$ cat src/rtl/mem_arbiter.sv
// Two-requester arbiter/sequencer for the single-port OTTER memory: data beats fetch,
// address/size/sign held through the registered BRAM read. `ARB_ROUND_ROBIN_EN` selects alternating priority.
module mem_arbiter #(
  parameter int BUS_WIDTH = 32
) (
  input  logic                 clk,
  input  logic                 rst_n,
  input  logic                 if_req,
  input  logic [BUS_WIDTH-1:0] if_addr,
  output logic                 if_gnt,
  output logic                 if_valid,
  output logic [BUS_WIDTH-1:0] if_rdata,
  output logic                 if_err,
  input  logic                 d_req,
  input  logic                 d_we,
  input  logic [BUS_WIDTH-1:0] d_addr,
  input  logic [BUS_WIDTH-1:0] d_wdata,
  input  logic [1:0]           d_size,
  input  logic                 d_sign,
  output logic                 d_gnt,
  output logic                 d_valid,
  output logic [BUS_WIDTH-1:0] d_rdata,
  output logic                 d_err,
  output logic                 mem_we,
  output logic [BUS_WIDTH-1:0] mem_addr,
  output logic [BUS_WIDTH-1:0] mem_data,
  output logic [1:0]           mem_size,
  output logic                 mem_sign,
  input  logic [BUS_WIDTH-1:0] mem_rdata,
  input  logic                 mem_error,
  output logic                 busy
);

  typedef enum logic [1:0] {
    IDLE   = 2'd0,
    ACCESS = 2'd1,
    RESP   = 2'd2
  } state_t;

  state_t state_q, state_d;
  logic   owner_d_q;   // 1 = data requester owns the in-flight access
  logic   lat_we_q;
  logic   d_win, if_win;

`ifdef ARB_ROUND_ROBIN_EN
  logic prio_d_q;      // 1 = data wins a tie

  always_ff @(posedge clk or negedge rst_n) begin
    if (!rst_n)      prio_d_q <= 1'b1;
    else if (d_gnt)  prio_d_q <= 1'b0;
    else if (if_gnt) prio_d_q <= 1'b1;
  end

  assign d_win  = d_req  & (~if_req | prio_d_q);
  assign if_win = if_req & (~d_req  | ~prio_d_q);
`else
  assign d_win  = d_req;
  assign if_win = if_req & ~d_req;
`endif

  // Handshake: a requester holds req (and payload) until gnt; gnt is high for one
  // IDLE cycle, and the response arrives later as a single-cycle valid strobe.
  assign d_gnt  = (state_q == IDLE) & d_win;
  assign if_gnt = (state_q == IDLE) & if_win;
  assign busy   = (state_q != IDLE);
  assign mem_we = lat_we_q & (state_q == ACCESS) & ~mem_error;

  always_ff @(posedge clk or negedge rst_n) begin
    if (!rst_n) state_q <= IDLE;
    else        state_q <= state_d;
  end

  always_comb begin
    state_d = state_q;
    case (state_q)
      IDLE:    if (d_gnt | if_gnt) state_d = ACCESS;
      ACCESS:  state_d = (lat_we_q | mem_error) ? IDLE : RESP;
      RESP:    state_d = IDLE;
      default: state_d = IDLE;
    endcase
  end

  always_ff @(posedge clk or negedge rst_n) begin
    if (!rst_n) begin
      owner_d_q <= 1'b0;
      lat_we_q  <= 1'b0;
      mem_addr  <= '0;
      mem_data  <= '0;
      mem_size  <= 2'b10;
      mem_sign  <= 1'b0;
      if_valid  <= 1'b0;
      if_rdata  <= '0;
      if_err    <= 1'b0;
      d_valid   <= 1'b0;
      d_rdata   <= '0;
      d_err     <= 1'b0;
    end else begin
      if_valid <= 1'b0;
      d_valid  <= 1'b0;
      case (state_q)
        IDLE: begin
          if (d_gnt) begin
            owner_d_q <= 1'b1;
            lat_we_q  <= d_we;
            mem_addr  <= d_addr;
            mem_data  <= d_wdata;
            mem_size  <= d_size;
            mem_sign  <= d_sign;
          end else if (if_gnt) begin
            owner_d_q <= 1'b0;
            lat_we_q  <= 1'b0;
            mem_addr  <= if_addr;
            mem_data  <= '0;
            mem_size  <= 2'b10;
            mem_sign  <= 1'b1;
          end
        end
        ACCESS: begin
          // Stores and faulting accesses finish here with no read data.
          if (lat_we_q | mem_error) begin
            if (owner_d_q) begin
              d_valid <= 1'b1;
              d_rdata <= '0;
              d_err   <= mem_error;
            end else begin
              if_valid <= 1'b1;
              if_rdata <= '0;
              if_err   <= mem_error;
            end
          end
        end
        RESP: begin
          if (owner_d_q) begin
            d_valid <= 1'b1;
            d_rdata <= mem_rdata;
            d_err   <= 1'b0;
          end else begin
            if_valid <= 1'b1;
            if_rdata <= mem_rdata;
            if_err   <= 1'b0;
          end
        end
        default: ;
      endcase
    end
  end

endmodule

$ cat config.mk
export PLATFORM = sky130hd
export DESIGN_NAME = mem_arbiter
export DESIGN_NICKNAME = d
export VERILOG_FILES = /design/src/rtl/mem_arbiter.sv
export SDC_FILE = /design/constraint.sdc
export NUM_CORES = 1
export LEC_CHECK = 0
export ABC_AREA = 1
export BUFFER_PORTS_ARGS = -buffer_cell sky130_fd_sc_hd__buf_4
export CORE_MARGIN = 2
export CORE_UTILIZATION = 25
export DETAILED_ROUTE_END_ITERATION = 10
export HOLD_SLACK_MARGIN = 0.02
export PLACE_DENSITY = 0.53
export SYNTH_ARGS = -nofsm -noshare
export SYNTH_HDL_FRONTEND = slang
export SYNTH_SLANG_ARGS = --single-unit
export TNS_END_PERCENT = 50
$ cat constraint.sdc
create_clock -name clk -period 1.6 [get_ports clk]
set_clock_uncertainty 0.2 [all_clocks]
set_input_delay 0.16 -clock clk [delete_from_list [all_inputs] [get_ports clk]]
set_output_delay 0.16 -clock clk [all_outputs]
set_load 0.05 [all_outputs]
Word level (Yosys, flattened, before mapping)
Index checks and enable logic that the tools add are counted.

cells by class
  eq/ne operators = 8
  mux-type cells = 36
  bitwise logic cells = 9
  reduce and logical (&&, ||, !) cells = 7

operator list
  kind                  number
  $mux W32              10
  $pmux W32 S2          2
  $mux W1               15
  $mux W2               4
  $ne A2 B2 Y1 const B  4
  $pmux W1 S2           4
  $reduce_and A4 Y1     2
  $reduce_bool A2 Y1    3
  $and A1 B1 Y1         5
  $ne A2 B1 Y1 const B  2
  $pmux W2 S2           1
  $eq A2 B1 Y1 const B  1
  $eq A2 B2 Y1 const B  1
  $logic_not A2 Y1      1
  $not A1 Y1            2
  $or A1 B1 Y1          2
  $reduce_and A2 Y1     1

storage, ports and cells
  register bits = 139
  word-level logic and storage cells = 73

Depth between registers and ports, before layout
Gate-level depths: netlist of the first run.

  word-level depth = 6
  depth in mapped cells = 9
  mapped depth without buffers = 7

Worst setup path after synthesis of the first run
OpenSTA, ideal clock, no wires.

  path type = flip-flop to output port
  from = reg state_q[1]
  to = out mem_we
  data arrival time = 1469 ps
  data required time = 1240 ps
  slack = -229 ps
  stages on the path, launching flop included = 5
  path buffers = 0
  path through = dfrtp_1 > inv_1 > ha_1 > nand2_1 > nor2_1

on the way
  cells in the longest elaborated chain, start to end = 3

ends and longest elaborated chain
  element                     line  RTL
  start, declared             40    state_t state_q, state_d;
  start signal, assigned      70    else state_q <= state_d;
  $eq A2 B1 Y1                66    assign mem_we = lat_we_q & (state_q == ACCESS) & ~mem_error;
  $and A1 B1 Y1 (2 in a row)  66
  end, declared               24    output logic mem_we,

No other way between the ends.

Worst setup path after layout of the first run
  from = reg state_q[1]
  to = out d_gnt

on the way
  cells in the longest elaborated chain, start to end = 2

ends and longest elaborated chain
  element           line  RTL
  $logic_not A2 Y1  63    assign d_gnt = (state_q == IDLE) & d_win;
  $and A1 B1 Y1     63
  end, declared     20    output logic d_gnt,

No other way between the ends.

==> results of run 1 <==
-- cells by family after synthesis --
logic type               Yosys count  synth area share, %
buffers and inverters             93                7.326
adder cells (fa/ha/maj)            3               0.6157
flip-flops                       139                57.07
AO/OA/AOI/OAI                     70                6.280
AND/OR/NAND/NOR                  414                28.71
-- worst max path at each step --
stage / from / end / slack [ns]
floorplan: state_q[1] / mem_addr[29] / -0.06
global placement: state_q[1] / if_rdata[24] / -0.08
detailed placement: state_q[1] / d_rdata[13] / -0.13
CTS: state_q[1] / if_gnt / -0.32
global route: state_q[1] / if_gnt / -0.35
finish: state_q[1] / d_gnt / -0.26
-- synth_stat cells --
library cell	n	area [um^2]
sky130_fd_sc_hd__dfrtp_1	138	3453
sky130_fd_sc_hd__nand3_2	2	20.02
sky130_fd_sc_hd__buf_2	30	150.1
sky130_fd_sc_hd__a211oi_1	1	7.510
sky130_fd_sc_hd__nor2_1	35	131.4
sky130_fd_sc_hd__nand2_2	2	12.51
sky130_fd_sc_hd__clkbuf_1	10	37.54
sky130_fd_sc_hd__a21oi_1	1	5.000
sky130_fd_sc_hd__o21ai_1	6	30.03
sky130_fd_sc_hd__inv_1	42	157.7
sky130_fd_sc_hd__o21ai_4	2	32.53
sky130_fd_sc_hd__o22a_1	2	17.52
sky130_fd_sc_hd__buf_4	4	30.03
sky130_fd_sc_hd__nor3_1	1	5.000
sky130_fd_sc_hd__nand3_1	4	20.02
sky130_fd_sc_hd__nand2_4	1	11.26
sky130_fd_sc_hd__o21ai_0	58	290.3
sky130_fd_sc_hd__buf_6	6	67.56
sky130_fd_sc_hd__nand4_1	66	412.9
sky130_fd_sc_hd__buf_1	1	3.750
sky130_fd_sc_hd__dfstp_2	1	26.28
sky130_fd_sc_hd__ha_1	3	37.54
sky130_fd_sc_hd__nand2_1	303	1137
-- metrics by stage --
| stage | hold slack (ns) | total power [mW] | setup slack, ns | utilization, % |
|---|---|---|---|---|
| 5_1_grt | 0.02437 | 27.85 | -0.3460 | 48.83 |
| 4_1_cts | -0.007646 | 25.05 | -0.3186 | 46.25 |
| 2_1_floorplan | -0.3356 | 14.16 | -0.05938 | - |
| 6_report | 0.006597 | 26.57 | -0.2634 | 48.83 |
| 3_5_place_dp | -0.06535 | 18.84 | -0.1289 | 36.33 |
| 3_3_place_gp | -0.06712 | 18.82 | -0.08271 | 36.33 |
-- layout make-up --
cell class	instances	share of cell area [%]
inverters	42	1.403
well taps	324	3.444
repair buffers	477	38.75
multi-input cells	487	21.75
clock buffers	19	3.678
flip-flops and latches	139	29.56
clock inverters	13	1.414
-- per-layer routing --
| metal | share of wire [%] | GRT usage [%] | vias up |
|---|---|---|---|
| met2 | 49 | 30.05 | 296 |
| met4 | 1.4 | 4.791 | 0 |
| met1 | 43 | 23.71 | 3234 |
| li1 | - | - | 3220 |
| met5 | 0 | 0 | - |
| met3 | 7.0 | 4.468 | 28 |
-- sequential cells by signal, indices dropped and copies added, names as in the netlist --
signal     flops
d_valid        1
mem_sign       1
d_rdata       32
if_valid       1
if_err         1
lat_we_q       1
mem_size       2
owner_d_q      1
mem_addr      32
mem_data      32
d_err          1
state_q        2
if_rdata      32
-- placed cells by master (no fill, tap or decap), types with 4 or more instances in the layout --
master,synthesis,routed
sky130_fd_sc_hd__buf_12,0,19
sky130_fd_sc_hd__buf_16,0,6
sky130_fd_sc_hd__buf_4,4,286
sky130_fd_sc_hd__buf_6,6,17
sky130_fd_sc_hd__buf_8,0,4
sky130_fd_sc_hd__clkbuf_16,0,28
sky130_fd_sc_hd__dfrtp_1,138,138
sky130_fd_sc_hd__dlygate4sd3_1,0,134
sky130_fd_sc_hd__inv_1,42,38
sky130_fd_sc_hd__inv_6,0,4
sky130_fd_sc_hd__nand2_1,303,230
sky130_fd_sc_hd__nand2_2,2,49
sky130_fd_sc_hd__nand2_4,1,27
sky130_fd_sc_hd__nand3_1,4,4
sky130_fd_sc_hd__nand4_1,66,66
sky130_fd_sc_hd__nor2_1,35,33
sky130_fd_sc_hd__o21ai_0,58,21
sky130_fd_sc_hd__o21ai_1,6,42
-- worst max-delay path, delay by kind of cell, from the launching register on --
kind          cells  cell delay (ns)
fa+ha+maj         1             0.18
flops             1             0.39
buf+inv           4             0.43
simple gates      1             0.08
-- power groups by stage --
stage / clock network [mW] / logic, mW / registers (mW)
3_5_place_dp: 0 / 13.0 / 5.80
4_1_cts: 4.23 / 15.0 / 5.79
6_report: 4.13 / 16.5 / 5.95
3_3_place_gp: 0 / 13.0 / 5.80
5_1_grt: 4.40 / 17.3 / 6.10
2_1_floorplan: 0 / 3.76 / 10.4
-- what timing repair did --
action                                  4_1_cts  5_1_grt
pin swaps                                     9       25
hold buffers                                134        0
gates cloned                                  6       12
hold endpoints to repair                    277        0
gates resized for setup                      47      150
endpoints found under the setup margin      132      140
buffers inserted                             15        6
==> parameters.txt, run 1 <==
Parameter                              Value

Status
  Outcome    finished with violations
  Violated checks    negative setup slack

Clocking
  Number of buffers created by CTS    17
  Max clock buf depth    2
  Clock net sink count    139
  Worst skew pair latency    around 0.42 ns
  CTS tree    done
  Worst-path clk slew    0.07 ns
  H-Tree Depth    4
  Clk root buf    sky130_fd_sc_hd__clkbuf_16

Power
  Cell-internal power    13.47 mW
  Peak ir drop on the vdd network    roughly 1.4 mV
  Share of total power consumed by net switching    49.32%
  Net Sw Power    13.11 mW
  Clock network power share    15.6%
  Static power due to leakage    between 6 and 7 nW
  Total power divided by cell area    2258 nW/um^2
  Logic gate share of total power    62.1%
  Relative contribution of sequential cells to total power    22.4%

Min path
  Worst-case hold path end point    owner_d_q
  Hold Crit Start    d_req
  Tightest Hold Check Type    primary input to flip-flop
  Hold Path Stages    4

Cells and area
  Net count reported at finish    1304
  Sequential cell area    3480 um^2
  Area used by multi-input combinational logic    2560 um^2
  Filler Cells Inserted    2245
  Final std cell area, no fill    between 10000 and 15000 um^2
  Number of standard cells in the layout, taps in and fillers out    1501
  Antenna diode count    0
  Fraction of layout cells with a size suffix above 1    39.51%
  Layout-stage area growth over the synthesis result    93.04%

Synth
  Post-Synthesis Mean Instance Area    about 8.5 um^2
  Syn Nets    roughly 860
  Synthesized flop and latch total    139
  Count of cell types in the netlist    23
  Synthesized instance count    719
  Yosys Warn Count    0
  Cell area after synthesis    6097 um^2
  Sequential share of the synthesized area    57.07%

Timing
  Final number of setup-violating endpoints    roughly 110
  Final Slew Violations    0
  Final worst-path setup slack    -0.2634 ns
  Number of endpoints with negative hold slack in the final report    0
  Tightest slew margin relative to the limit    between 60 and 70%
  Transition time at the pin with the least slew margin    approximately 0.48 ns
  Period minus WS final    about 1.9 ns
  Maximum frequency from static timing analysis    between 500 and 600 MHz
  Setup tns final    -14.86 ns
  Share of the clock period used by the worst path after layout    116.5%
  RSZ-0062 raised after global routing    true

Setup path
  Kind of capture point of the worst setup path    output pin
  Critical-path maximum fanout    7
  Register-to-register setup slack    -0.26 ns
  Register-to-Register Path Depth    9
  Cell repeated most along the worst path    sky130_fd_sc_hd__buf_12
  Kind of start point of the critical path    flip-flop
  Slowest cell delay on critical path    0.39 ns
  CP cell instances    inv_2 -> ha_4 -> nand2_4 -> inv_4 -> buf_12 -> buf_12
  Highest-delay cell along the critical path    sky130_fd_sc_hd__dfrtp_1
  Worst path arrival time    around 1.5 ns
  Reg2reg end    d_rdata[26]
  R2R Path Start    state_q[0]
  Category of the most critical setup path    flip-flop to output pin
  Required time at the worst-slack endpoint    roughly 1.2 ns

Floorplanning
  Starting density of the core    25.29%
  Die W    160.2 um
  Chip Height    about 160 um
  Site Rows    57
  Core Box Area    24110 um^2
  Die outline area    25650 um^2
  Num ports    276

Route
  Final routed wire length divided by cell count    16.73 um
  Antenna Nets Post-Route    0
  DRT iter0 DRCs    409
  Detail-routed via count per cell    4.516
  Drc violations    0
  DR pass1 iterations    4
  Total vias in the final route    about 6800
  Total routed wirelength    25.11 mm

Global route
  Maximum number of pins on one net before global-route repair    46
  Number of antenna violations at the first check in global routing    0
  Remaining global-route overflow    0
  Via count of the first global-routing pass    6684
  Total global routing track utilization    18.12%
  First-pass GRT wire length    around 37 mm

Placed design
  RePlAce Congestion    0.7657
  Placed Cells    ~1300
  PortBufs    275
  DP HPWL    ~15 mm
  Cell area after placement    around 9000 um^2

Job
  Maximum Capacitance Violations    0
Power figures use the tool's default switching activity.
==> run 2, diff against run 1 <==
--- a/config.mk
+++ b/config.mk
@@ -7,6 +7,7 @@
 export LEC_CHECK = 0
 export ABC_AREA = 1
 export BUFFER_PORTS_ARGS = -buffer_cell sky130_fd_sc_hd__buf_4
+export CORE_ASPECT_RATIO = 0.5
 export CORE_MARGIN = 2
 export CORE_UTILIZATION = 25
 export DETAILED_ROUTE_END_ITERATION = 10
==> run 2 against run 1 <==
The run ends with negative hold slack, negative setup slack left. Clock power increased by 2%. Hold slack got worse by 0.054 ns. Register-to-register slack worse by 0.03 ns. Non-clock buffer count shrank 1. Cell count is 0.60% lower. First-iteration DRC count fell by 21%. Critical path depth grew 2. Critical path type is now flip-flop to flip-flop. Largest power group unchanged.
==> parameters.txt, run 2 (same netlist as run 1, synthesis figures left out) <==
Parameter                              Value

Timing
  Hold slack    -0.04756 ns (-0.05416 ns)
  Final number of setup-violating endpoints    139 (+22%)
  Share of the clock period used by the worst path after layout    118.6% (+2.2 points)
  Maximum frequency from static timing analysis    526.8 MHz (-1.8%)
  Number of endpoints with negative hold slack in the final report    1 (+1)
  RSZ-0062 raised after global routing    true
  Transition time at the pin with the least slew margin    0.2941 ns (-0.1862 ns)
  Final worst-path setup slack    -0.2981 ns (-0.03470 ns)
  Period minus WS final    1.898 ns (+0.03470 ns)
  Setup tns final    -22.68 ns (-7.820 ns)
  Final Slew Violations    0 (unchanged)
  Tightest slew margin relative to the limit    80.32% (+12 points)

Placed design
  DP HPWL    15.23 mm (+2.0%)
  PortBufs    275 (unchanged)
  RePlAce Congestion    0.7869 (+2.8%)
  Placed Cells    1297 (-0.38%)
  Worst setup timing slack at the placement stage    -0.1323 ns (-0.003413 ns)

Route
  Total vias in the final route    6697 (-1.2%)
  DRT iter0 DRCs    324 (-21%)
  DR pass1 iterations    4 (unchanged)
  Antenna Nets Post-Route    0 (unchanged)
  Total routed wirelength    24.34 mm (-3.1%)
  Final routed wire length divided by cell count    16.31 um (-2.5%)
  Detail-routed via count per cell    4.489 (-0.60%)
  Drc violations    0 (unchanged)

Clocking
  Worst-path clk slew    0.06 ns (about the same)
  Clk root buf    sky130_fd_sc_hd__clkbuf_16
  Clock net sink count    139 (unchanged)
  # hold bufs at CTS    136 (+1.5%)
  H-Tree Depth    4 (unchanged)
  Max clock buf depth    2 (unchanged)
  Worst skew pair latency    0.43 ns (about the same)
  CTS tree    done
  Number of buffers created by CTS    17 (unchanged)

Floorplanning
  Die W    224.9 um (+40%)
  Core Box Area    23970 um^2 (-0.55%)
  Chip Height    114.4 um (-29%)
  Site Rows    40 (-30%)
  Starting density of the core    25.43% (+0.14 points)
  Die outline area    25730 um^2 (+0.30%)
  Num ports    276 (unchanged)

Global route
  Number of antenna violations at the first check in global routing    0 (unchanged)
  Via count of the first global-routing pass    6950 (+4.0%)
  Remaining global-route overflow    0 (unchanged)
  Total global routing track utilization    18.27% (+0.15 points)
  First-pass GRT wire length    36.15 mm (-1.9%)
  Maximum number of pins on one net before global-route repair    51 (+11%)

Status
  Outcome    finished with violations
  Violated checks    negative hold slack, negative setup slack

Cells and area
  Layout-stage area growth over the synthesis result    92.24%
  Fraction of layout cells with a size suffix above 1    40.99% (+1.5 points)
  Commonest non-fill, non-tap cell in the layout    sky130_fd_sc_hd__buf_4
  Most frequent cells in the layout    sky130_fd_sc_hd__buf_4 (293), sky130_fd_sc_hd__nand2_1 (208), sky130_fd_sc_hd__dfrtp_1 (138), sky130_fd_sc_hd__dlygate4sd3_1 (136), sky130_fd_sc_hd__nand4_1 (66)
  Post-layout util    48.89% (+0.067 points)
  Filler Cells Inserted    2241 (-0.18%)
  Net count reported at finish    1303 (-0.077%)
  Number of standard cells in the layout, taps in and fillers out    1492 (-0.60%)

Setup path
  Kind of start point of the critical path    flip-flop
  Required time at the worst-slack endpoint    1.72 ns (+0.48 ns)
  Critical-path maximum fanout    8 (+1)
  Crit path buffers/inverters    3 (-1)
  Cell repeated most along the worst path    sky130_fd_sc_hd__buf_6
  Kind of capture point of the worst setup path    flip-flop
  Highest-delay cell along the critical path    sky130_fd_sc_hd__dfrtp_1
  Slowest cell delay on critical path    0.41 ns (+0.02 ns)
  Crit path max-delay family    buffers and inverters
  Worst path arrival time    2.02 ns (+0.52 ns)
  Category of the most critical setup path    flip-flop to flip-flop
  CP cell instances    buf_6 -> ha_4 -> buf_6 -> o21ai_4 -> nand3_4 -> clkbuf_16 -> nand2_2 -> nand2_1

Power
  Total power divided by cell area    2247 nW/um^2 (-0.49%)
  Static power due to leakage    6.261 nW (-0.28%)
  Peak ir drop on the vdd network    0.8820 mV (-38%)

Min path
  Tightest Hold Check Type    primary input to flip-flop

Job
  Maximum Capacitance Violations    0 (unchanged)
==> run 2: cell count changes in the layout (fill, tap and decap cells not counted), sizes merged <==
cell | before | now
inv | 45 | 43
bufinv | 3 | 4
diode | 0 | 1
clkinv | 4 | 2
dlygate4sd3 | 134 | 136
==> run 2: area by class of cell <==
cell class	count	area, um^2	area share (%)
Clock inverter	10	165.2	1.409
Antenna cell	1	2.502	0.02135
Sequential cell	139	3480	29.69
Timing Repair Buffer	476	4412	37.64
Multi-Input combinational cell	487	2651	22.62
Tap cell	315	394.1	3.363
Clock buffer	22	454.2	3.875
Inverter	42	162.7	1.388
==> run 2: worst paths after layout <==
check / start / end / slack, ns / cells past startpoint
worst max-delay path: state_q[0] / d_rdata[21] / -0.30 / 8
worst min-delay path: d_req / owner_d_q / -0.05 / 4
worst max register to register: state_q[0] / d_rdata[21] / -0.30 / 8
worst min register to register: mem_data[25] / mem_data[25] / 0.27 / 2
max in group asynchronous: rst_n / mem_data[6] / 0.13 / 4
min in group asynchronous: rst_n / if_rdata[14] / 0.50 / 3
==> run 2: routing by layer <==
metal | routed length (um) | up-vias | track usage (%)
met2 | 13110 | 185 | 33.60
li1 | - | 3211 | -
met5 | 0 | - | 0
met1 | 9470 | 3250 | 20.28
met4 | 756 | 0 | 8.786
met3 | 1006 | 51 | 3.952
==> run 2: report_power, final <==
| part | leakage, nW | internal (mW) | switching (mW) | total (mW) |
|---|---|---|---|---|
| logic | 4.15 | 5.79 | 10.3 | 16.1 |
| registers | 1.82 | 4.93 | 1.06 | 5.99 |
| clock network | 0.291 | 2.65 | 1.56 | 4.21 |
| total | 6.26 | 13.4 | 13.0 | 26.3 |
==> run 2: tightest hold or removal path, cell delays in order <==
cell and delay [ns]:
sky130_fd_sc_hd__buf_4 0.11, sky130_fd_sc_hd__nand2_4 0.08, sky130_fd_sc_hd__buf_4 0.13, sky130_fd_sc_hd__o21ai_0 0.05
==> run 2: timing repair <==
action / CTS / global route
gates cloned: 4 / 9
hold endpoints to repair: 276 / 1
pin swaps: 8 / 12
gates resized for setup: 76 / 116
setup buffers: 10 / 7
endpoints found under the setup margin: 138 / 161
==> run 2: stage by stage <==
| step | hold WS [ns] | total power, mW | area (um^2) |
|---|---|---|---|
| floorplan | -0.3356 | 14.16 | 6141 |
| global placement | -0.1482 | 18.64 | 8726 |
| detailed placement | -0.1522 | 18.75 | 8726 |
| CTS | -0.07333 | 25.03 | 11180 |
| global route | -0.04068 | 27.58 | 11720 |
| finish | -0.04756 | 26.33 | 11720 |
==> run 3, diff against run 2 <==
--- a/config.mk
+++ b/config.mk
@@ -10,9 +10,10 @@
 export CORE_ASPECT_RATIO = 0.5
 export CORE_MARGIN = 2
 export CORE_UTILIZATION = 25
+export CTS_BUF_LIST = sky130_fd_sc_hd__clkbuf_16
 export DETAILED_ROUTE_END_ITERATION = 10
 export HOLD_SLACK_MARGIN = 0.02
-export PLACE_DENSITY = 0.53
+export PLACE_DENSITY = 0.51
 export SYNTH_ARGS = -nofsm -noshare
 export SYNTH_HDL_FRONTEND = slang
 export SYNTH_SLANG_ARGS = --single-unit
==> constraint.sdc (replaced) <==
create_clock -name clk -period 2 [get_ports clk]
set_clock_uncertainty 0.2 [all_clocks]
set_input_delay 0.2 -clock clk [delete_from_list [all_inputs] [get_ports clk]]
set_output_delay 0.2 -clock clk [all_outputs]
set_load 0.05 [all_outputs]
==> run 3 against run 2 <==
The flow now finishes without violations. Combinational power is 37% lower. Cell count is 2.7% lower. Worst setup slack better by 0.37 ns. Via count is 4.5% lower. Global-route usage is 0.57 points lower. Count of clock-buffer cells in the layout is 5 lower. Clock power is 24% lower. Sequential cell count stayed put. Utilization is 4.9 points lower. Largest power group unchanged. Highest routed layer unchanged.
==> parameters.txt, run 3 (same netlist as run 1, synthesis figures left out) <==
Parameter                              Value

Status
  Outcome    completed

Timing
  Final number of setup-violating endpoints    0 (-100%)
  Hold slack    0.1300 ns (+0.1776 ns)
  Transition time at the pin with the least slew margin    0.6391 ns (+0.3450 ns)
  Final Slew Violations    0 (unchanged)
  Maximum frequency from static timing analysis    519.6 MHz
  Final worst-path setup slack    0.07536 ns (+0.3735 ns)
  Share of the clock period used by the worst path after layout    96.23%
  Number of endpoints with negative hold slack in the final report    0 (-1)
  Tightest slew margin relative to the limit    57.25% (-23 points)
  Period minus WS final    just under 2 ns
  Setup tns final    0 ns (+22.68 ns)

Clocking
  CTS tree    done
  Number of buffers created by CTS    17 (unchanged)
  Max clock buf depth    2 (unchanged)
  Number of buffers inserted to repair setup after CTS    0 (-10)
  Worst skew pair latency    0.44 ns (about the same)
  Clock net sink count    139 (unchanged)
  Worst-path clk slew    0.06 ns (about the same)
  H-Tree Depth    4 (unchanged)
  Clk root buf    sky130_fd_sc_hd__clkbuf_16

Route
  Antenna Nets Post-Route    0 (unchanged)
  Total vias in the final route    6394 (-4.5%)
  Detail-routed via count per cell    4.407 (-1.8%)
  Final routed wire length divided by cell count    15.37 um (-5.8%)
  Drc violations    0 (unchanged)
  DRT iter0 DRCs    377 (+16%)
  DR pass1 iterations    4 (unchanged)
  Total routed wirelength    22.31 mm (-8.4%)

Floorplanning
  Die W    224.9 um (unchanged)
  Chip Height    114.4 um (unchanged)
  Num ports    276 (unchanged)
  Site Rows    40 (unchanged)
  Core Box Area    23970 um^2 (unchanged)
  Die outline area    25730 um^2 (unchanged)
  Starting density of the core    25.43% (unchanged)

Global route
  Number of antenna violations at the first check in global routing    1 (+1)
  Remaining global-route overflow    0 (unchanged)
  Maximum number of pins on one net before global-route repair    54 (+5.9%)
  Via count of the first global-routing pass    6676 (-3.9%)
  Total global routing track utilization    17.70% (-0.57 points)
  First-pass GRT wire length    35.05 mm (-3.1%)

Setup path
  Register-to-register setup slack    0.15 ns (+0.45 ns)
  Category of the most critical setup path    flip-flop to output pin
  Kind of capture point of the worst setup path    output pin
  Register-to-Register Path Depth    7 (-1)
  Kind of start point of the critical path    flip-flop
  R2R Path Start    state_q[0]
  CP cell instances    inv_2 -> ha_4 -> nand2_2 -> inv_4 -> buf_6
  Required time at the worst-slack endpoint    1.60 ns (-0.12 ns)
  Reg2reg end    if_rdata[8]
  Worst path arrival time    1.52 ns (-0.50 ns)
  Highest-delay cell along the critical path    sky130_fd_sc_hd__dfrtp_1
  Slowest cell delay on critical path    0.41 ns (about the same)
  Critical-path maximum fanout    4 (-4)

Power
  Static power due to leakage    5.694 nW (-9.1%)
  Peak ir drop on the vdd network    0.7595 mV (-14%)
  Overall Power    18.05 mW (-31%)
  Total power divided by cell area    1712 nW/um^2 (-24%)

Cells and area
  Final std cell area, no fill    10540 um^2 (-10%)
  Most frequent cells in the layout    sky130_fd_sc_hd__nand2_1 (302), sky130_fd_sc_hd__buf_4 (288), sky130_fd_sc_hd__dfrtp_1 (138), sky130_fd_sc_hd__dlygate4sd3_1 (136), sky130_fd_sc_hd__nand4_1 (66)
  Layout-stage area growth over the synthesis result    72.89%
  Number of standard cells in the layout, taps in and fillers out    1451 (-2.7%)
  Net count reported at finish    1263 (-3.1%)
  Fraction of layout cells with a size suffix above 1    30.31% (-11 points)
  Commonest non-fill, non-tap cell in the layout    sky130_fd_sc_hd__nand2_1
  Post-layout util    43.97% (-4.9 points)

Placed design
  Worst setup timing slack at the placement stage    0.1647 ns (+0.2970 ns)
  Placed Cells    1283 (-1.1%)
  DP HPWL    14.80 mm (-2.8%)
  Cell area after placement    8551 um^2 (-2.0%)
  RePlAce Congestion    0.7815 (-0.69%)
  PortBufs    275 (unchanged)

Min path
  Tightest Hold Check Type    primary input to asynchronous set/reset pin

Job
  Maximum Capacitance Violations    0 (unchanged)
==> run 3: cell count changes in the layout (fill, tap and decap cells not counted), sizes merged <==
| cell | delta |
|---|---|
| buf | -32 |
| clkbuf | -13 |
| clkinv | +6 |
| bufinv | -1 |
| clkinvlp | -1 |
==> run 3: repair_timing <==
item	4_1_cts	5_1_grt
hold endpoints to repair	276	0
resized for setup	5	7
hold buffers	136	0
endpoints found under the setup margin	3	3
==> run 3: metal layers <==
layer | vias to the layer above | routed length [um] | track usage, % | share of wire (%)
met5 | - | 0 | 0 | 0
met4 | 0 | 927 | 9.978 | 4.2
met3 | 62 | 836 | 4.106 | 3.7
met2 | 159 | 11400 | 30.60 | 51
met1 | 3054 | 9144 | 20.45 | 41
li1 | 3119 | - | - | -
==> run 3: layout make-up <==
class                      count  area (um^2)
fill                        2351        13430
clock inverter                14        156.4
antenna                        1        2.502
sequential                   139         3480
tap                          315        394.1
multi-input combinational    487         2203
timing repair buffer         436         3720
inverter                      42        160.2
clock buffer                  17        425.4
==> run 3: power breakdown <==
group | leakage (nW) | internal, mW | switching, mW
Clock | 0.282 | 1.93 | 1.26
Combinational | 3.59 | 2.95 | 7.28
Sequential | 1.82 | 3.94 | 0.691
Total | 5.69 | 8.82 | 9.23
==> run 3: worst max path at each step <==
stage	start	to	slack, ns	cells after the start
6_report	state_q[0]	d_gnt	0.08	5
5_1_grt	state_q[1]	mem_we	-0.005	5
4_1_cts	state_q[1]	mem_we	-0.02	5
3_5_place_dp	state_q[0]	d_rdata[12]	0.16	7
3_3_place_gp	state_q[0]	d_rdata[23]	0.19	7
2_1_floorplan	state_q[1]	mem_we	0.13	4
==> run 3: worst max-delay path, delay by kind of cell (launching register included) <==
kind          cells  cell delay [ns]
flops             1             0.41
buf+inv           3             0.40
fa+ha+maj         1             0.16
simple gates      1             0.10
